`src/rtl/i2s_tx_serializer.sv`:
```
// rtl/i2s_tx_serializer.sv - Philips I2S stereo transmit serializer with frame holding register
// Optional feature macro: I2S_TX_UNDERRUN_REPEAT_EN (repeat last frame on underrun instead of silence)
module i2s_tx_serializer #(
  parameter int SAMPLE_WIDTH = 24,
  parameter int SLOT_WIDTH   = 32
) (
  input  logic                    clk,
  input  logic                    rst,
  input  logic                    enable,
  input  logic                    bclk,
  input  logic [SAMPLE_WIDTH-1:0] s_left,
  input  logic [SAMPLE_WIDTH-1:0] s_right,
  input  logic                    s_valid,
  output logic                    s_ready,
  output logic                    lrclk,
  output logic                    sdata,
  output logic                    underrun
);

  localparam int FRAME_BITS = 2 * SLOT_WIDTH;
  localparam int CW         = $clog2(FRAME_BITS);
  localparam logic [CW-1:0] LAST_C = CW'(FRAME_BITS - 1);
  localparam logic [CW-1:0] SLOT_C = CW'(SLOT_WIDTH);

  logic                  bclk_q;
  logic                  fall;
  logic                  frame_start;
  logic                  accept;
  logic                  load_hold;
  logic [CW-1:0]         cnt;
  logic [FRAME_BITS-1:0] shreg;
  logic [FRAME_BITS-1:0] hold_frame;
  logic                  hold_full;
  logic [FRAME_BITS-1:0] in_frame;
  logic [FRAME_BITS-1:0] sub_frame;

  assign fall        = bclk_q & ~bclk;
  assign frame_start = fall & enable & (cnt == '0);
  assign load_hold   = frame_start & hold_full;
  assign accept      = s_valid & ~hold_full;
  assign s_ready     = ~hold_full;

  // Pack incoming samples left-aligned in their slots, zero padded below.
  always_comb begin
    in_frame = '0;
    in_frame[FRAME_BITS-1 -: SAMPLE_WIDTH] = s_left;
    in_frame[SLOT_WIDTH-1 -: SAMPLE_WIDTH] = s_right;
  end

`ifdef I2S_TX_UNDERRUN_REPEAT_EN
  logic [FRAME_BITS-1:0] last_frame;

  assign sub_frame = last_frame;

  // Remember the most recent real frame so an underrun can repeat it.
  always_ff @(posedge clk) begin
    if (rst) begin
      last_frame <= '0;
    end else if (load_hold) begin
      last_frame <= hold_frame;
    end
  end
`else
  assign sub_frame = '0;
`endif

  // Register the divider's bit clock so its falling edge can be detected.
  always_ff @(posedge clk) begin
    if (rst) begin
      bclk_q <= 1'b0;
    end else begin
      bclk_q <= bclk;
    end
  end

  // Bit counter and shift register; sdata lags shreg by one bit time (I2S one-bit delay).
  always_ff @(posedge clk) begin
    if (rst || !enable) begin
      cnt   <= '0;
      shreg <= '0;
      sdata <= 1'b0;
      lrclk <= 1'b0;
    end else if (fall) begin
      lrclk <= (cnt >= SLOT_C);
      sdata <= shreg[FRAME_BITS-1];
      cnt   <= (cnt == LAST_C) ? '0 : cnt + CW'(1);
      if (cnt == '0) begin
        shreg <= hold_full ? hold_frame : sub_frame;
      end else begin
        shreg <= shreg << 1;
      end
    end
  end

  // Underrun pulses in the cycle the substitute frame is loaded.
  always_ff @(posedge clk) begin
    if (rst) begin
      underrun <= 1'b0;
    end else begin
      underrun <= frame_start & ~hold_full;
    end
  end

  // Single-entry holding register; accept and load never coincide since s_ready gates accept.
  always_ff @(posedge clk) begin
    if (rst) begin
      hold_full  <= 1'b0;
      hold_frame <= '0;
    end else if (accept) begin
      hold_full  <= 1'b1;
      hold_frame <= in_frame;
    end else if (load_hold) begin
      hold_full  <= 1'b0;
    end
  end

endmodule

```
`config.mk`:
```
export PLATFORM = sky130hd
export DESIGN_NAME = i2s_tx_serializer
export DESIGN_NICKNAME = d
export VERILOG_FILES = /design/src/rtl/i2s_tx_serializer.sv
export SDC_FILE = /design/constraint.sdc
export NUM_CORES = 1
export LEC_CHECK = 0
export CAP_MARGIN = 20
export CORE_ASPECT_RATIO = 1.75
export CORE_UTILIZATION = 59
export CTS_BUF_LIST = sky130_fd_sc_hd__clkbuf_8
export DETAILED_ROUTE_END_ITERATION = 7
export DONT_BUFFER_PORTS = 1
export MAX_ROUTING_LAYER = met4
export PLACE_DENSITY = 0.82
export SLEW_MARGIN = 20
export SYNTH_ARGS = -nofsm -noshare
export SYNTH_HDL_FRONTEND = slang
export SYNTH_SLANG_ARGS = --single-unit
```
`constraint.sdc`:
```
create_clock -name clk -period 1.5 [get_ports clk]
set_input_delay 0.3 -clock clk [delete_from_list [all_inputs] [get_ports clk]]
set_output_delay 0.3 -clock clk [all_outputs]
set_load 0.05 [all_outputs]
```
# --- After elaboration in Yosys (flattened, before gate mapping) ---
# Cells that the tools add are included.
classes:
  n_mux: 5
  eq_ne: 1
  bitwise: 8
  n_reduce_logical: 4
  add_sub_neg: 1
  order_cmp: 1
op_table:
  columns: ["op", "n"]
  rows:
  - ["$mux W64", 2]
  - ["$add A6 B1 Y6 const B", 1]
  - ["$and A1 B1 Y1", 6]
  - ["$eq A6 B6 Y1 const B", 1]
  - ["$ge A6 B6 Y1 const B", 1]
  - ["$logic_not A6 Y1", 1]
  - ["$mux W6", 1]
  - ["$mux W1", 2]
  - ["$not A1 Y1", 2]
  - ["$reduce_bool A2 Y1", 1]
  - ["$logic_not A1 Y1", 1]
  - ["$logic_or A1 B1 Y1", 1]
word_totals:
  inputBits: 53
  output_inout_bits: 4
  ff_bits: 123
  word_cells: 28

# --- Logic depth before layout (Yosys ltp) ---
# Gate-level depths: netlist of the first run.
logic_depth:
  ltp_word: 7
  ltp_mapped: 7
  ltp_nobuf: 5

# --- Worst setup path before layout of the first run ---
# No wires, ideal clock.
synth_timing:
  kind: "register to register"
  startpoint: "reg cnt[0]"
  endpoint: "reg shreg[43]"
  path_stages_with_launch: 8
  path_slack_ns: -0.175
  setup_time_ns: 0.136
  required_time_ns: 1.364
  path_buffers: 2
  t_arrival_ns: 1.538
  period_less_slack_ns: 1.675
  cell_sequence: "dfxtp_1 inv_1 ha_1 or4b_4 buf_2 clkbuf_1 o21ai_0 a31oi_1"
synth_between:
  elab_chain_cells: 2
synth_lines:
  columns: ["item", "line", "source"]
  rows:
  - ["from (decl)", "30", "logic [CW-1:0] cnt;"]
  - ["from (signal assigned)", "86", "cnt <= (cnt == LAST_C) ? '0 : cnt + CW'(1);"]
  - ["$logic_not A6 Y1", "87", "if (cnt == '0) begin"]
  - ["$mux W64", "87", null]
  - ["to (signal assigned)", "88", "shreg <= hold_full ? hold_frame : sub_frame;"]
  - ["to (signal assigned)", "90", "shreg <= shreg << 1;"]
  - ["to (decl)", "31", "logic [FRAME_BITS-1:0] shreg;"]
# No other way between the ends.
# A chain may end at the register's enable or synchronous reset.

# --- Worst setup path in the final report of the first run ---
layout_timing:
  startpoint: "reg cnt[0]"
  endpoint: "reg shreg[8]"
# Same word-level chain as after synthesis.

==> results of run 1 <==
## flip-flops by register name, summed over array words and instances, names as in the netlist
signal and cells:
lrclk 1, cnt 6, sdata 1, underrun 1, hold_frame 48, shreg 56, bclk_q 1, hold_full 1
## critical path, cell delays in order (launching register included)
cell,delay [ns]
dfxtp_2,0.33
inv_2,0.08
ha_4,0.13
or4b_4,0.52
or4_4,0.44
a21oi_2,0.12
## path summary, 6_finish.rpt
| check | from | to | slack [ns] | depth (start not counted) |
|---|---|---|---|---|
| worst min-delay path | s_left[12] | hold_frame[52] | 0.01 | 2 |
| worst min register to register | hold_frame[25] | hold_frame[25] | 0.45 | 2 |
| worst max-delay path | cnt[0] | shreg[8] | -0.19 | 5 |
| worst max register to register | cnt[0] | shreg[8] | -0.19 | 5 |
## logic make-up (layout without fill, tap and decap cells)
group | count (synthesis) | after routing | synth area share
XOR/XNOR | 2 | 2 | 0.00370
AND/OR/NAND/NOR | 174 | 174 | 0.190
AO/OA/AOI/OAI | 228 | 228 | 0.259
adder cells (fa/ha/maj) | 2 | 2 | 0.00528
buffers and inverters | 66 | 107 | 0.0560
flip-flops | 115 | 115 | 0.486
## final cells by class
class	count	area (sq um)	share of cell area
Clock inverter	13	165	0.0281
Inverter	3	13.8	0.00234
Multi-Input combinational cell	406	2240	0.381
Clock buffer	19	262	0.0445
Tap cell	88	110	0.0187
Timing Repair Buffer	72	774	0.132
Sequential cell	115	2310	0.393
## per-layer routing
metal	GRT usage	up-vias	wire length, um
met3	0.0767	26	611
met1	0.328	2130	4840
li1	-	2157	-
met2	0.510	160	6360
met5	-	-	0
met4	0.153	0	309
## cells in the mapped netlist
cell and number:
a31oi_1 47, nor2b_1 5, nor4b_1 1, a21oi_1 76, o21ai_0 95, nand2b_1 3, buf_2 8, buf_1 1
clkbuf_1 53, o211ai_1 8, dfxtp_1 115, nor2_1 2, nand4_1 2, nand3b_1 2, a311oi_1 2, nor3_1 2
buf_6 1, or4b_4 1, or3_1 1, xor2_1 1, or4_1 1, nand4b_1 35, inv_1 3, nand2_1 114
ha_1 2, and4b_1 1, nand3_1 1, xnor2_1 1, and3_1 3
## timing repair
| item | 4_1_cts | 5_1_grt |
|---|---|---|
| endpoints found under the setup margin | 58 | 59 |
| cloned | 2 | 0 |
| pin swaps | 1 | 0 |
| hold endpoints to repair | 50 | 2 |
| buffers inserted | 0 | 2 |
| hold buffers | 40 | 2 |
| resized for setup | 9 | 22 |
## where the power goes
group	leakage, nW	internal, mW	total (mW)	switching (mW)
logic	0.883	0.254	0.566	0.312
registers	0.938	3.16	3.22	0.0614
clock network	0.227	1.87	3.08	1.22
total	2.05	5.28	6.87	1.59
## metrics by stage
| step | instance area [sq um] | utilization | hold WS, ns | cells |
|---|---|---|---|---|
| 2_1_floorplan | 4780 | - | 0.415 | 587 |
| 3_3_place_gp | 4870 | 0.635 | 0.373 | 638 |
| 3_5_place_dp | 4870 | 0.635 | 0.375 | 638 |
| 4_1_cts | 5800 | 0.756 | 0.00140 | 712 |
| 5_1_grt | 5870 | 0.766 | 0.0112 | 716 |
| 6_report | 5870 | 0.766 | 0.0123 | 716 |
==> flow_summary_export.csv, run 1 <==
group,metric,value,unit
outcome,outcome,"finished with violations",
outcome,violations,"setup timing",
floorplan,die_h,121,um
clock_network,path_clk_slew,0.07,ns
worst_hold_path,hold_class,"input port to flop",
finish,final_layout_size_suffix_gt1_frac,0.124,
floorplan,core.rowCount,42,
worst_setup_path,startpoint_type,"flop",
route,wl_per_cell,16.9,um
synthesis,ys.warnings.count,0,
clock_network,htreeDepth,4,
pwr,p_leak,2.05,nW
placed_design,place_ws,-0.179,ns
floorplan,core_area,7670,sq um
floorplan,start_util,0.617,
synthesis,syn-cell-area,4740,sq um
timing,clock-skew-final,0.00741,ns
route,drtAntennaViolNets,0,
timing,fmax,0.592,GHz
floorplan,io_pins,57,
synthesis,syn_nets,642,
clock_network,clk_latency,0.44,ns
timing,setup_viol,57,
timing,hold_violations,0,
synthesis,synth_cells,587,
timing,fin_crit_sh,1.13,
synthesis,yosysUniqueCellTypes,29,
pwr,p_total,6.87,mW
synthesis,synthTopCellsByArea,"dfxtp_1, o21ai_0, nand2_1, a21oi_1, nand4b_1",
synthesis,synth_area_per_cell,8.07,sq um
flow_run,max_cap_viol_count,0,
placed_design,hpwl,6510,um
finish,fill_cells,504,
timing,post-route-min-period,1.69,ns
route,drc,0,
finish,diodes,0,
grt,track_usage,0.302,
synthesis,synth_seq_area_share,0.486,
synthesis,synth_seq_cells,115,
pwr,ir_drop,1130,uV
timing,rsz0062_at_grt,"yes",
route,drt-pass1-iter-count,5,
floorplan,fp.dieW,69.7,um
route,num_vias,4473,
worst_setup_path,path_max_fanout,6,
worst_setup_path,required,1.87,ns
route,routed_wl,12100,um
grt,antenna_found_initial,0,
clock_network,clock_path_buffers,2,
placed_design,routabilityCongestion,0.852,
clock_network,cts_buffers,17,
synthesis,synth_top_area_share,0.486,
grt,grt_max_degree,61,
clock_network,cts_tree,"yes",
worst_setup_path,critPathCaptureType,"flop",
worst_setup_path,critPathKind,"flop to flop",
clock_network,clock_sinks,115,
worst_setup_path,crit_arrival,2.06,ns
route,viasPerCell,6.25,
route,drt_iter0_drc,456,
clock_network,root_buffer,"clkbuf_8",
timing,tns,-5.85,ns
placed_design,port-buffer-count,0,
timing,setup_ws,-0.188,ns
timing,drv_slew,0,
finish,fin_nets,670,
grt,grt-ovfl-total,0,
grt,grt_pass1_vias,4169,
finish,area_growth_syn_to_layout,24.0,%
synthesis,synth_top_cell_by_area,"dfxtp_1",
floorplan,die_area,8410,sq um
timing,slew_headroom,0.633,
finish,final_common_cell,"nand2_1",
grt,grt_pass1_wl,19500,um
pwr,p_per_area,1170,nW/um^2
timing,tightest_slew,0.547,ns
finish,final_cell_mix,"nand2_1, dfxtp_1, a21oi_1",
Power figures use the tool's default switching activity.
==> run 2, diff against run 1 <==
Settings changed: CORE_UTILIZATION 59 to 50, PLACE_DENSITY 0.82 to 0.72.
==> flow_summary_export.csv, run 2 (synthesized netlist as in run 1, its figures left out) <==
group,metric,value,unit
outcome,outcome,"finished with violations",
outcome,violations,"setup timing",
worst_setup_path,reg2reg_depth,6,
clock_network,clock_path_buffers,2,
clock_network,htreeDepth,4,
placed_design,routabilityCongestion,0.766,
worst_setup_path,critPathCaptureType,"flop",
worst_setup_path,critPathBufInv,2,
finish,final_cell_mix,"nand2_1, dfxtp_1, a21oi_1",
grt,grt_pass1_wl,18300,um
timing,drv_slew,0,
worst_setup_path,required,1.81,ns
finish,diodes,0,
grt,grt_pass1_vias,4053,
worst_setup_path,crit_slowest_cell,"or4b_4",
finish,final_common_cell,"nand2_1",
clock_network,clock_sinks,115,
floorplan,fp.dieW,75.6,um
clock_network,cts_tree,"yes",
pwr,p_total,6.26,mW
clock_network,root_buffer,"clkbuf_8",
timing,tightest_slew,0.840,ns
clock_network,cts_buffers,17,
timing,setup_ws,-0.170,ns
timing,rsz0062_at_grt,"yes",
route,drt_iter0_drc,237,
route,drt-pass1-iter-count,4,
pwr,p_per_area,1080,nW/um^2
worst_setup_path,r2r_start,"cnt[0]",
pwr,p_leak,1.99,nW
route,viasPerCell,5.75,
finish,largest_register_ffs,56,
clock_network,path_clk_slew,0.07,ns
worst_setup_path,crit_arrival,1.98,ns
grt,grt_max_degree,73,
worst_setup_path,cp_cell_sequence,"inv_2 > ha_4 > or4b_4 > buf_12 > o211ai_1 > a21oi_1",
placed_design,port-buffer-count,0,
worst_hold_path,hp-start,"s_left[22]",
finish,multi_input_comb_area,2230,sq um
timing,clock-skew-final,0.0110,ns
worst_hold_path,hold-path-endpoint,"hold_frame[62]",
worst_hold_path,hold_depth,2,
worst_setup_path,startpoint_type,"flop",
finish,top_register,"shreg",
floorplan,io_pins,57,
finish,fill_cells,761,
worst_setup_path,r2r_end,"shreg[36]",
finish,top_regs,"shreg x56, hold_frame x48, cnt x6",
route,wl_per_cell,14.9,um
worst_setup_path,critPathKind,"flop to flop",
grt,antenna_found_initial,0,
floorplan,start_util,0.518,
clock_network,clk_latency,0.43,ns
placed_design,placedCellCount,674,
finish,finalNonFillerCells,750,
timing,whs,0.0140,ns
finish,area_growth_syn_to_layout,22.8,%
floorplan,die_h,131,um
timing,fin_crit_sh,1.11,
floorplan,die_area,9880,sq um
worst_setup_path,critPathMaxStageDelay,0.48,ns
pwr,ir_drop,793,uV
route,drc,0,
timing,setup_viol,58,
worst_setup_path,path_max_fanout,55,
finish,fin_nets,672,
route,drtAntennaViolNets,0,
finish,seq_area,2300,sq um
grt,grt-ovfl-total,0,
floorplan,core.rowCount,46,
route,routed_wl,11200,um
floorplan,core_area,9150,sq um
timing,slew_headroom,0.439,
placed_design,hpwl,6850,um
route,num_vias,4310,
worst_setup_path,path_delay_family,"simple AND/OR/NAND/NOR gates",
finish,final_layout_size_suffix_gt1_frac,0.121,
timing,fmax,0.599,GHz
worst_setup_path,r2r_slack,-0.17,ns
grt,track_usage,0.251,
flow_run,max_cap_viol_count,0,
timing,hold_violations,0,
timing,post-route-min-period,1.67,ns
finish,post-route-util,0.636,
placed_design,place_ws,-0.169,ns
worst_hold_path,hold_class,"input port to flop",
run 2: changes by cell type in the layout (fill, tap and decap cells not counted), moves of 3 or more:
cell / before / now
buf_12: 5 / 8
bufinv_16: 4 / 0
o21ai_0: 60 / 63
o21ai_1: 35 / 30
run 2: area by class of cell:
type,instances,share of cell area
Clock inverter,11,0.0105
Tap cell,120,0.0258
Clock buffer,21,0.0497
Sequential cell,115,0.396
Multi-Input combinational cell,406,0.383
Timing Repair Buffer,74,0.133
Inverter,3,0.00194
run 2: repair_timing:
action,CTS,global route
resized for setup,9,10
buffers inserted,0,1
gates cloned,0,0
hold endpoints to repair,50,1
endpoints found under the setup margin,58,59
hold buffers,42,1
run 2: report_power, final:
group          total, mW  leakage (nW)  switching, mW  internal, mW
clock               2.52         0.184           1.23          1.29
combinational      0.527         0.871          0.292         0.235
sequential          3.22         0.937         0.0585          3.16
total               6.26          1.99           1.58          4.68
run 2: how the worst max path moves through the flow:
| stage | endpoint | from | slack (ns) | cells past startpoint |
|---|---|---|---|---|
| final | shreg[36] | cnt[0] | -0.17 | 6 |
| after global routing | shreg[36] | cnt[0] | -0.22 | 6 |
| after CTS | shreg[8] | cnt[0] | -0.15 | 5 |
| after detailed placement | shreg[23] | cnt[0] | -0.17 | 6 |
| after global placement | shreg[23] | cnt[0] | -0.08 | 6 |
| after floorplan | shreg[33] | cnt[0] | -0.09 | 7 |
run 2: per-layer routing:
layer / track usage / wire, um / vias up
met3: 0.0637 / 506 / 19
met4: 0.0991 / 204 / 0
li1: - / - / 2160
met2: 0.424 / 6010 / 94
met1: 0.277 / 4490 / 2037
met5: - / 0 / -
run 2: worst reg2reg max path: stages, from the launching register on:
cell and delay, ns:
dfxtp_2 0.33, inv_2 0.07, ha_4 0.13, or4b_4 0.48, buf_12 0.20, o211ai_1 0.24
a21oi_1 0.09
run 2: per-stage QoR:
stage,instance area (sq um),TNS [ns]
5_1_grt,5820,-9.75
3_3_place_gp,4980,-2.90
4_1_cts,5760,-5.98
3_5_place_dp,4980,-5.28
2_1_floorplan,4780,-3.20
6_report,5820,-5.97
==> run 3, diff against run 2 <==
Settings changed: CTS_BUF_LIST sky130_fd_sc_hd__clkbuf_8 to sky130_fd_sc_hd__clkbuf_16.
==> flow_summary_export.csv, run 3 (synthesized netlist as in run 1, its figures left out) <==
group,metric,value,unit
clock_network,path_clk_slew,0.05,ns
clock_network,root_buffer,"clkbuf_16",
timing,tightest_slew,0.822,ns
timing,post-route-min-period,1.69,ns
timing,slew_headroom,0.451,
pwr,p_leak,1.90,nW
grt,grt_pass1_vias,3839,
finish,top_register,"shreg",
worst_setup_path,critPathKind,"flop to flop",
finish,area_growth_syn_to_layout,18.1,%
timing,clock-skew-final,0.00441,ns
timing,fmax,0.592,GHz
placed_design,port-buffer-count,0,
finish,fill_cells,797,
timing,drv_slew,0,
finish,largest_register_ffs,56,
finish,fin_nets,632,
worst_setup_path,startpoint_type,"flop",
worst_setup_path,critPathBufInv,1,
worst_hold_path,hp-start,"bclk",
floorplan,start_util,0.518,
floorplan,io_pins,57,
route,viasPerCell,5.87,
timing,rsz0062_at_grt,"yes",
clock_network,clock_sinks,115,
route,drt_iter0_drc,309,
worst_hold_path,hold_depth,1,
route,wl_per_cell,15.6,um
worst_setup_path,r2r_end,"shreg[8]",
clock_network,htreeDepth,4,
timing,whs,0.0218,ns
route,drc,0,
floorplan,fp.dieW,75.6,um
outcome,outcome,"finished with violations",
floorplan,core_area,9150,sq um
finish,final_cell_mix,"nand2_1, dfxtp_1, a21oi_1",
timing,setup_ws,-0.190,ns
route,drtAntennaViolNets,0,
grt,antenna_found_initial,0,
worst_setup_path,required,1.84,ns
worst_setup_path,crit_slowest_cell,"or4b_4",
worst_setup_path,path_max_fanout,4,
worst_setup_path,r2r_start,"cnt[0]",
grt,grt_pass1_wl,17600,um
timing,setup_viol,58,
pwr,ir_drop,922,uV
worst_setup_path,critPathMaxStageDelay,0.53,ns
clock_network,clk_latency,0.41,ns
timing,hold_violations,0,
clock_network,cts_tree,"yes",
worst_setup_path,r2r_slack,-0.19,ns
finish,fin_area,5600,sq um
route,routed_wl,11000,um
pwr,p_total,7.06,mW
worst_hold_path,hold_class,"input port to flop",
grt,grt_max_degree,73,
finish,final_common_cell,"nand2_1",
finish,multi_input_comb_area,2240,sq um
grt,grt-ovfl-total,0,
placed_design,dpl_cell_area,4980,sq um
worst_setup_path,path_delay_family,"simple AND/OR/NAND/NOR gates",
grt,track_usage,0.242,
clock_network,clock_path_buffers,2,
route,drt-pass1-iter-count,6,
floorplan,die_area,9880,sq um
outcome,violations,"setup timing",
finish,top_regs,"shreg x56, hold_frame x48, cnt x6",
finish,diodes,0,
worst_setup_path,crit_arrival,2.03,ns
route,num_vias,4171,
clock_network,cts_buffers,17,
flow_run,max_cap_viol_count,0,
worst_setup_path,cp_cell_sequence,"inv_2 > ha_4 > or4b_4 > or4_4 > a21oi_2",
floorplan,core.rowCount,46,
placed_design,hpwl,6850,um
worst_hold_path,hold-path-endpoint,"bclk_q",
finish,final_layout_size_suffix_gt1_frac,0.134,
timing,fin_crit_sh,1.13,
finish,seq_area,2310,sq um
worst_setup_path,reg2reg_depth,5,
floorplan,die_h,131,um
pwr,p_per_area,1260,nW/um^2
placed_design,routabilityCongestion,0.766,
worst_setup_path,critPathCaptureType,"flop",
==> run 3: layout make-up <==
cell class	instances	share of cell area
clock buffers	17	0.0760
clock inverters	15	0.0136
inverters	3	0.00201
multi-input cells	406	0.401
flip-flops and latches	115	0.412
well taps	120	0.0268
repair buffers	34	0.0684
==> run 3: worst max-delay path by stage <==
stage	from	cells past startpoint	slack, ns	end
floorplan	cnt[0]	7	-0.09	shreg[33]
global placement	cnt[0]	6	-0.08	shreg[23]
detailed placement	cnt[0]	6	-0.17	shreg[23]
CTS	cnt[0]	5	-0.13	shreg[8]
global route	cnt[0]	6	-0.22	shreg[36]
finish	cnt[0]	5	-0.19	shreg[8]
==> run 3: where the power goes <==
part	switching, mW	internal (mW)	total (mW)	leakage (nW)
logic	0.277	0.167	0.444	0.709
clock network	1.35	2.04	3.39	0.249
registers	0.0593	3.17	3.22	0.938
total	1.68	5.38	7.06	1.90
==> run 3: timing repair <==
item,in CTS,in global routing
hold endpoints to repair,50,0
endpoints found under the setup margin,58,58
resized for setup,12,14
pin swaps,1,0
hold buffers,2,0
gates cloned,0,1
setup buffers,1,0
==> run 3: routing by layer <==
metal / vias up / global-route usage / routed length (um)
met3: 21 / 0.0690 / 499
li1: 2083 / - / -
met2: 104 / 0.394 / 5770
met4: 0 / 0.0980 / 216
met5: - / - / 0
met1: 1963 / 0.276 / 4560
==> run 3: metrics by stage <==
step                      setup slack (ns)  utilization  setup TNS [ns]  instances
after floorplan                    -0.0857            -           -3.20        587
after CTS                           -0.129        0.606           -4.90        709
after global routing                -0.221        0.612          -10.99        710
after detailed placement            -0.169        0.544           -5.28        674
final                               -0.190        0.612           -7.61        710
after global placement             -0.0841        0.544           -2.90        674
